## config.mk

```make
export PLATFORM = sky130hd
export DESIGN_NAME = serial_frame_collector_flat
export DESIGN_NICKNAME = d
export VERILOG_FILES = /design/src/rtl/collector_pkg.sv /design/src/rtl/serial_frame_collector_if.sv /design/src/rtl/sync_detector.sv /design/src/rtl/serial_frame_collector.sv /design/src/flat_wrapper.sv
export SDC_FILE = /design/constraint.sdc
export NUM_CORES = 1
export LEC_CHECK = 0
export CAP_MARGIN = 20
export CORE_MARGIN = 1
export CORE_UTILIZATION = 38
export DETAILED_ROUTE_END_ITERATION = 10
export GPL_ROUTABILITY_DRIVEN = 0
export HOLD_SLACK_MARGIN = 0.06
export PLACE_DENSITY = 0.66
export SLEW_MARGIN = 40
export SYNTH_ARGS = -nofsm -noshare
export SYNTH_HDL_FRONTEND = slang
export SYNTH_SLANG_ARGS = --single-unit
```

## constraint.sdc

```tcl
create_clock -name CLK -period 2.3 [get_ports CLK]
set_input_delay 0.46 -clock CLK [delete_from_list [all_inputs] [get_ports CLK]]
set_output_delay 0.46 -clock CLK [all_outputs]
set_load 0.05 [all_outputs]
```

## src/rtl/collector_pkg.sv

```systemverilog
// Shared types and default parameters for the serial frame collector.
package collector_pkg;

    typedef enum logic [1:0] {
        ST_HUNT    = 2'd0,
        ST_COLLECT = 2'd1,
        ST_PARITY  = 2'd2
    } state_t;

    localparam int unsigned DEF_DATA_WIDTH = 8;
    localparam int unsigned DEF_SYNC_WIDTH = 4;
    localparam logic [DEF_SYNC_WIDTH-1:0] DEF_SYNC_PATTERN = 4'b1011;

endpackage

```

## src/rtl/serial_frame_collector_if.sv

```systemverilog
// Serial input and parallel frame outputs of the collector.
interface serial_frame_collector_if
    import collector_pkg::*;
#(
    parameter int unsigned DATA_WIDTH = DEF_DATA_WIDTH
);
    logic                  input_data;
    logic [DATA_WIDTH-1:0] output_data;
    logic                  data_valid;
    logic                  parity_error;
    logic                  frame_active;
    logic [7:0]            good_count;

    modport master (
        output input_data,
        input  output_data, data_valid, parity_error, frame_active, good_count
    );

    modport slave (
        input  input_data,
        output output_data, data_valid, parity_error, frame_active, good_count
    );
endinterface

```

## src/rtl/sync_detector.sv

```systemverilog
// Sliding sync-word detector; match reflects the value being shifted in this edge.
module sync_detector
    import collector_pkg::*;
#(
    parameter int unsigned SYNC_WIDTH = DEF_SYNC_WIDTH,
    parameter logic [SYNC_WIDTH-1:0] SYNC_PATTERN = DEF_SYNC_PATTERN
) (
    input  logic CLK,
    input  logic RST,
    input  logic enable,
    input  logic clear,
    input  logic input_data,
    output logic match
);
    logic [SYNC_WIDTH-1:0] sync_sr_q, sync_sr_d, shifted;

    always_comb begin
        shifted   = {sync_sr_q[SYNC_WIDTH-2:0], input_data};
        sync_sr_d = sync_sr_q;
        if (clear) begin
            sync_sr_d = '0;
        end else if (enable) begin
            sync_sr_d = shifted;
        end
        match = enable && (shifted == SYNC_PATTERN);
    end

    always_ff @(posedge CLK or posedge RST) begin
        if (RST) begin
            sync_sr_q <= '0;
        end else begin
            sync_sr_q <= sync_sr_d;
        end
    end
endmodule

```

## src/rtl/serial_frame_collector.sv

```systemverilog
// Hunts a sync word in a serial stream, deserialises the payload MSB first
// and checks a trailing even-parity bit.
module serial_frame_collector
    import collector_pkg::*;
#(
    parameter int unsigned DATA_WIDTH = DEF_DATA_WIDTH,
    parameter int unsigned SYNC_WIDTH = DEF_SYNC_WIDTH,
    parameter logic [SYNC_WIDTH-1:0] SYNC_PATTERN = DEF_SYNC_PATTERN
) (
    input logic CLK,
    input logic RST,
    serial_frame_collector_if.slave bus
);
    localparam int unsigned CNT_W = $clog2(DATA_WIDTH + 1);
    localparam logic [CNT_W-1:0] LAST_BIT = CNT_W'(DATA_WIDTH - 1);

    state_t                state_q, state_d;
    logic [DATA_WIDTH-1:0] data_sr_q, data_sr_d;
    logic [CNT_W-1:0]      bit_cnt_q, bit_cnt_d;
    logic [DATA_WIDTH-1:0] output_data_q, output_data_d;
    logic                  data_valid_q, data_valid_d;
    logic                  parity_error_q, parity_error_d;
    logic                  frame_active_q, frame_active_d;
    logic [7:0]            good_count_q, good_count_d;
    logic                  sync_match;
    logic                  parity_err;

    sync_detector #(
        .SYNC_WIDTH   (SYNC_WIDTH),
        .SYNC_PATTERN (SYNC_PATTERN)
    ) u_sync (
        .CLK        (CLK),
        .RST        (RST),
        .enable     (state_q == ST_HUNT),
        .clear      (state_q == ST_PARITY),
        .input_data (bus.input_data),
        .match      (sync_match)
    );

    always_comb begin
        state_d        = state_q;
        data_sr_d      = data_sr_q;
        bit_cnt_d      = bit_cnt_q;
        output_data_d  = output_data_q;
        data_valid_d   = 1'b0;
        parity_error_d = 1'b0;
        good_count_d   = good_count_q;
        parity_err     = (^data_sr_q) ^ bus.input_data;

        case (state_q)
            ST_HUNT: begin
                if (sync_match) begin
                    state_d   = ST_COLLECT;
                    bit_cnt_d = '0;
                end
            end
            ST_COLLECT: begin
                data_sr_d = {data_sr_q[DATA_WIDTH-2:0], bus.input_data};
                bit_cnt_d = bit_cnt_q + 1'b1;
                if (bit_cnt_q == LAST_BIT) begin
                    state_d = ST_PARITY;
                end
            end
            ST_PARITY: begin
                output_data_d  = data_sr_q;
                data_valid_d   = 1'b1;
                parity_error_d = parity_err;
                if (!parity_err) begin
                    good_count_d = good_count_q + 8'd1;
                end
                state_d = ST_HUNT;
            end
            default: state_d = ST_HUNT;
        endcase

        // Registered so it is high exactly while the FSM sits in COLLECT/PARITY
        frame_active_d = (state_d != ST_HUNT);
    end

    always_ff @(posedge CLK or posedge RST) begin
        if (RST) begin
            state_q        <= ST_HUNT;
            data_sr_q      <= '0;
            bit_cnt_q      <= '0;
            output_data_q  <= '0;
            data_valid_q   <= 1'b0;
            parity_error_q <= 1'b0;
            frame_active_q <= 1'b0;
            good_count_q   <= '0;
        end else begin
            state_q        <= state_d;
            data_sr_q      <= data_sr_d;
            bit_cnt_q      <= bit_cnt_d;
            output_data_q  <= output_data_d;
            data_valid_q   <= data_valid_d;
            parity_error_q <= parity_error_d;
            frame_active_q <= frame_active_d;
            good_count_q   <= good_count_d;
        end
    end

    assign bus.output_data  = output_data_q;
    assign bus.data_valid   = data_valid_q;
    assign bus.parity_error = parity_error_q;
    assign bus.frame_active = frame_active_q;
    assign bus.good_count   = good_count_q;
endmodule

```

## src/flat_wrapper.sv

```systemverilog
// flat-port wrapper written by rule: the top's interface ports become plain ports
module serial_frame_collector_flat import collector_pkg::*;
#(
    parameter int unsigned DATA_WIDTH = DEF_DATA_WIDTH,
    parameter int unsigned SYNC_WIDTH = DEF_SYNC_WIDTH,
    parameter logic [SYNC_WIDTH-1:0] SYNC_PATTERN = DEF_SYNC_PATTERN
)
  (CLK, RST, bus_input_data, bus_output_data, bus_data_valid, bus_parity_error, bus_frame_active, bus_good_count);
  serial_frame_collector_if #(.DATA_WIDTH(DATA_WIDTH)) bus_i ();
  input logic CLK;
  input logic RST;
  input wire logic [$bits(bus_i.input_data)-1:0] bus_input_data;
  output wire logic [$bits(bus_i.output_data)-1:0] bus_output_data;
  output wire logic [$bits(bus_i.data_valid)-1:0] bus_data_valid;
  output wire logic [$bits(bus_i.parity_error)-1:0] bus_parity_error;
  output wire logic [$bits(bus_i.frame_active)-1:0] bus_frame_active;
  output wire logic [$bits(bus_i.good_count)-1:0] bus_good_count;
  assign bus_i.input_data = bus_input_data;
  assign bus_output_data = bus_i.output_data;
  assign bus_data_valid = bus_i.data_valid;
  assign bus_parity_error = bus_i.parity_error;
  assign bus_frame_active = bus_i.frame_active;
  assign bus_good_count = bus_i.good_count;
  serial_frame_collector #(.DATA_WIDTH(DATA_WIDTH), .SYNC_WIDTH(SYNC_WIDTH), .SYNC_PATTERN(SYNC_PATTERN)) u_core (.CLK(CLK), .RST(RST), .bus(bus_i));
endmodule
```

==> impl_metrics.json <==
{
  "status": "finished, final reports clean",
  "hold_slack_ns": 0.470,
  "diodes": 0,
  "netlist_instances": 144,
  "relSlewSlack_pct": 56.5,
  "cpPeakStageDelay_ns": 0.85,
  "synth_area_mm2": 0.00166,
  "startpoint": "u_core.bus.good_count[2]",
  "powerDensity_mw_per_mm2": 1430,
  "path_cells": "clkdlybuf4s50_1",
  "netlist-cell-type-count": 30,
  "ys_seq_area_share_pct": 54.2,
  "cts.sinks": 36,
  "hp-start": "u_core.bus.good_count[7]",
  "num_vias": 1101,
  "syn_nets": 149,
  "ant_nets": 0,
  "grt_setup_unrepaired": "false",
  "core-area_mm2": 0.00409,
  "critPathArrivalTime_ns": 1.59,
  "wl_um": 2840,
  "clk_pin_slew_ns": 0.07,
  "cts_hold_buffers": 0,
  "grt_pass1_vias": 1052,
  "via_per_inst": 5.03,
  "hold_viol": 0,
  "die_x_um": 68.1,
  "clk_latency_ns": 0.29,
  "post_cts_buffers": 0,
  "min_period_over_period_pct": 89.3,
  "port_buffers": 21,
  "cts_buffers": 5,
  "cts_root_buf": "clkbuf_8",
  "cp-start-kind": "flip-flop",
  "synth-seq-cells": 36,
  "num_io_pins": 22,
  "antenna_found_initial": 0,
  "drt-pass1-iter-count": 4,
  "final_common_cell": "dfrtp_1",
  "cts_resized": 0,
  "finalSetupViolations": 0,
  "nNetsFinal": 173,
  "gr-usage-all-layers_pct": 14.9,
  "ctsHtreeMaxLevel": 2,
  "initial_core_util_pct": 40.7,
  "fp.dieH_um": 68.1,
  "r2r-start": "u_core.data_sr_q[1]",
  "drc": 0,
  "final_area_mm2": 0.00201,
  "hp-class": "reg -> reg",
  "clock_skew_ns": 0.00464,
  "worst_ir_drop_vdd_mv": 0.975,
  "maxCapViolCount": 0,
  "maxSlewViolCount": 0,
  "fmax_mhz": 487,
  "utilization_pct": 49.2,
  "synth.avg_cell_area_um2": 11.5,
  "clock_path_buffers": 2,
  "die_area_mm2": 0.00464,
  "crit_slowest_cell": "clkdlybuf4s50_1",
  "overflow": 0,
  "cts_tree": "built",
  "final_cell_mix": "dfrtp_1 (36), nand2_1 (30), clkdlybuf4s50_1 (21)",
  "fin_crit_ns": 2.05,
  "dpl.hpwl_um": 2000,
  "drive_gt1_share_pct": 7.69,
  "required_ns": 1.84,
  "critPathMaxFanout": 7,
  "drt_iter0_drc": 24,
  "crit_type": "reg -> out",
  "post_drt_wl_per_cell_um": 13.0,
  "grt_pass1_wl_um": 4920,
  "syn2layout_area_growth_pct": 20.9,
  "tightest_slew_ns": 0.651,
  "grt_max_degree": 37,
  "path_buf_inv": 1,
  "postPlaceCellArea_mm2": 0.00192,
  "end_kind": "output port",
  "fin_setup_tns_ns": 0,
  "yosysWarnings": 0,
  "rows": 23,
  "leakage_nw": 0.913,
  "path_delay_family": "buffers and inverters"
}
[layer usage]
| metal | up-vias | global-route usage [%] | routed length, um |
|---|---|---|---|
| met3 | 7 | 4.67 | 119 |
| met2 | 21 | 21.8 | 1330 |
| met1 | 534 | 19.6 | 1340 |
| met5 | - | 0 | 0 |
| li1 | 539 | - | - |
| met4 | 0 | 7.55 | 55 |
[metrics by stage]
stage               setup slack (ns)  instances  total power [mW]
global route                   0.178        219              3.08
CTS                            0.231        219              2.92
finish                         0.245        219              2.88
floorplan                      0.544        144              2.15
detailed placement            0.0174        211              2.46
global placement              0.0924        211              2.43
[logic make-up after synthesis]
kind of cell | share of synthesized area [%]
DFF | 54.2
xor gates and xnor gates | 10.5
and+or+nand+nor | 16.1
muxes | 11.1
buffers and inverters | 2.56
adders and majority gates | 1.51
AOI/OAI and AO/OA | 4.07
[path summary, 6_finish.rpt]
check,end,slack [ns],cells past startpoint
max in group asynchronous,u_core.bus.good_count[6],1.43,3
worst min register to register,u_core.bus.good_count[7],0.47,1
worst max register to register,u_core.bus.good_count[3],0.50,5
worst min-delay path,u_core.bus.good_count[7],0.47,1
min in group asynchronous,u_core.bus.good_count[0],0.56,3
worst max-delay path,bus_good_count[2],0.25,1
[where the power goes]
| group | internal, mW | switching (mW) | total [mW] |
|---|---|---|---|
| Combinational | 0.612 | 0.803 | 1.41 |
| Sequential | 0.834 | 0.186 | 1.02 |
| Clock | 0.211 | 0.232 | 0.443 |
| Total | 1.66 | 1.22 | 2.88 |
[synthesized netlist by cell type]
cell type | n | share of area, %
mux2i_1 | 6 | 3.6
nand2_1 | 30 | 6.8
xor3_1 | 1 | 1.4
and2_1 | 2 | 0.75
nand2b_1 | 1 | 0.38
xor2_1 | 9 | 4.7
a22o_1 | 4 | 2.1
buf_2 | 1 | 0.30
nor3_1 | 1 | 0.30
nor2_1 | 3 | 0.68
buf_1 | 1 | 0.23
and4b_1 | 2 | 1.2
and3_1 | 1 | 0.38
o21bai_1 | 1 | 0.45
inv_1 | 2 | 0.45
o21ai_0 | 4 | 1.2
nand4_1 | 6 | 2.3
buf_6 | 1 | 0.68
mux2_2 | 1 | 0.68
nand3_1 | 7 | 2.1
and4_1 | 1 | 0.53
xnor2_1 | 3 | 1.6
xnor3_1 | 2 | 2.7
clkbuf_1 | 4 | 0.90
mux2_1 | 8 | 5.4
nor2b_1 | 2 | 0.75
ha_1 | 2 | 1.5
a21oi_1 | 1 | 0.30
mux2i_4 | 1 | 1.4
dfrtp_1 | 36 | 54
[cell type report]
class	count	area (um^2)
inverters	2	7.51
flip-flops and latches	36	901
fillers	386	2080
clock buffers	5	68.8
repair buffers	24	233
clock inverters	3	18.8
multi-input cells	99	718
well taps	50	62.6
[flip-flops by register name, summed over array words and instances (netlist names)]
register	count
u_core.bit_cnt_q	4
u_core.bus.data_valid	1
u_core.bus.frame_active	1
u_core.bus.good_count	8
u_core.bus.output_data	8
u_core.bus.parity_error	1
u_core.data_sr_q	8
u_core.state_q	2
u_core.u_sync.sync_sr_q	3
(Power assumes the default switching activity.)
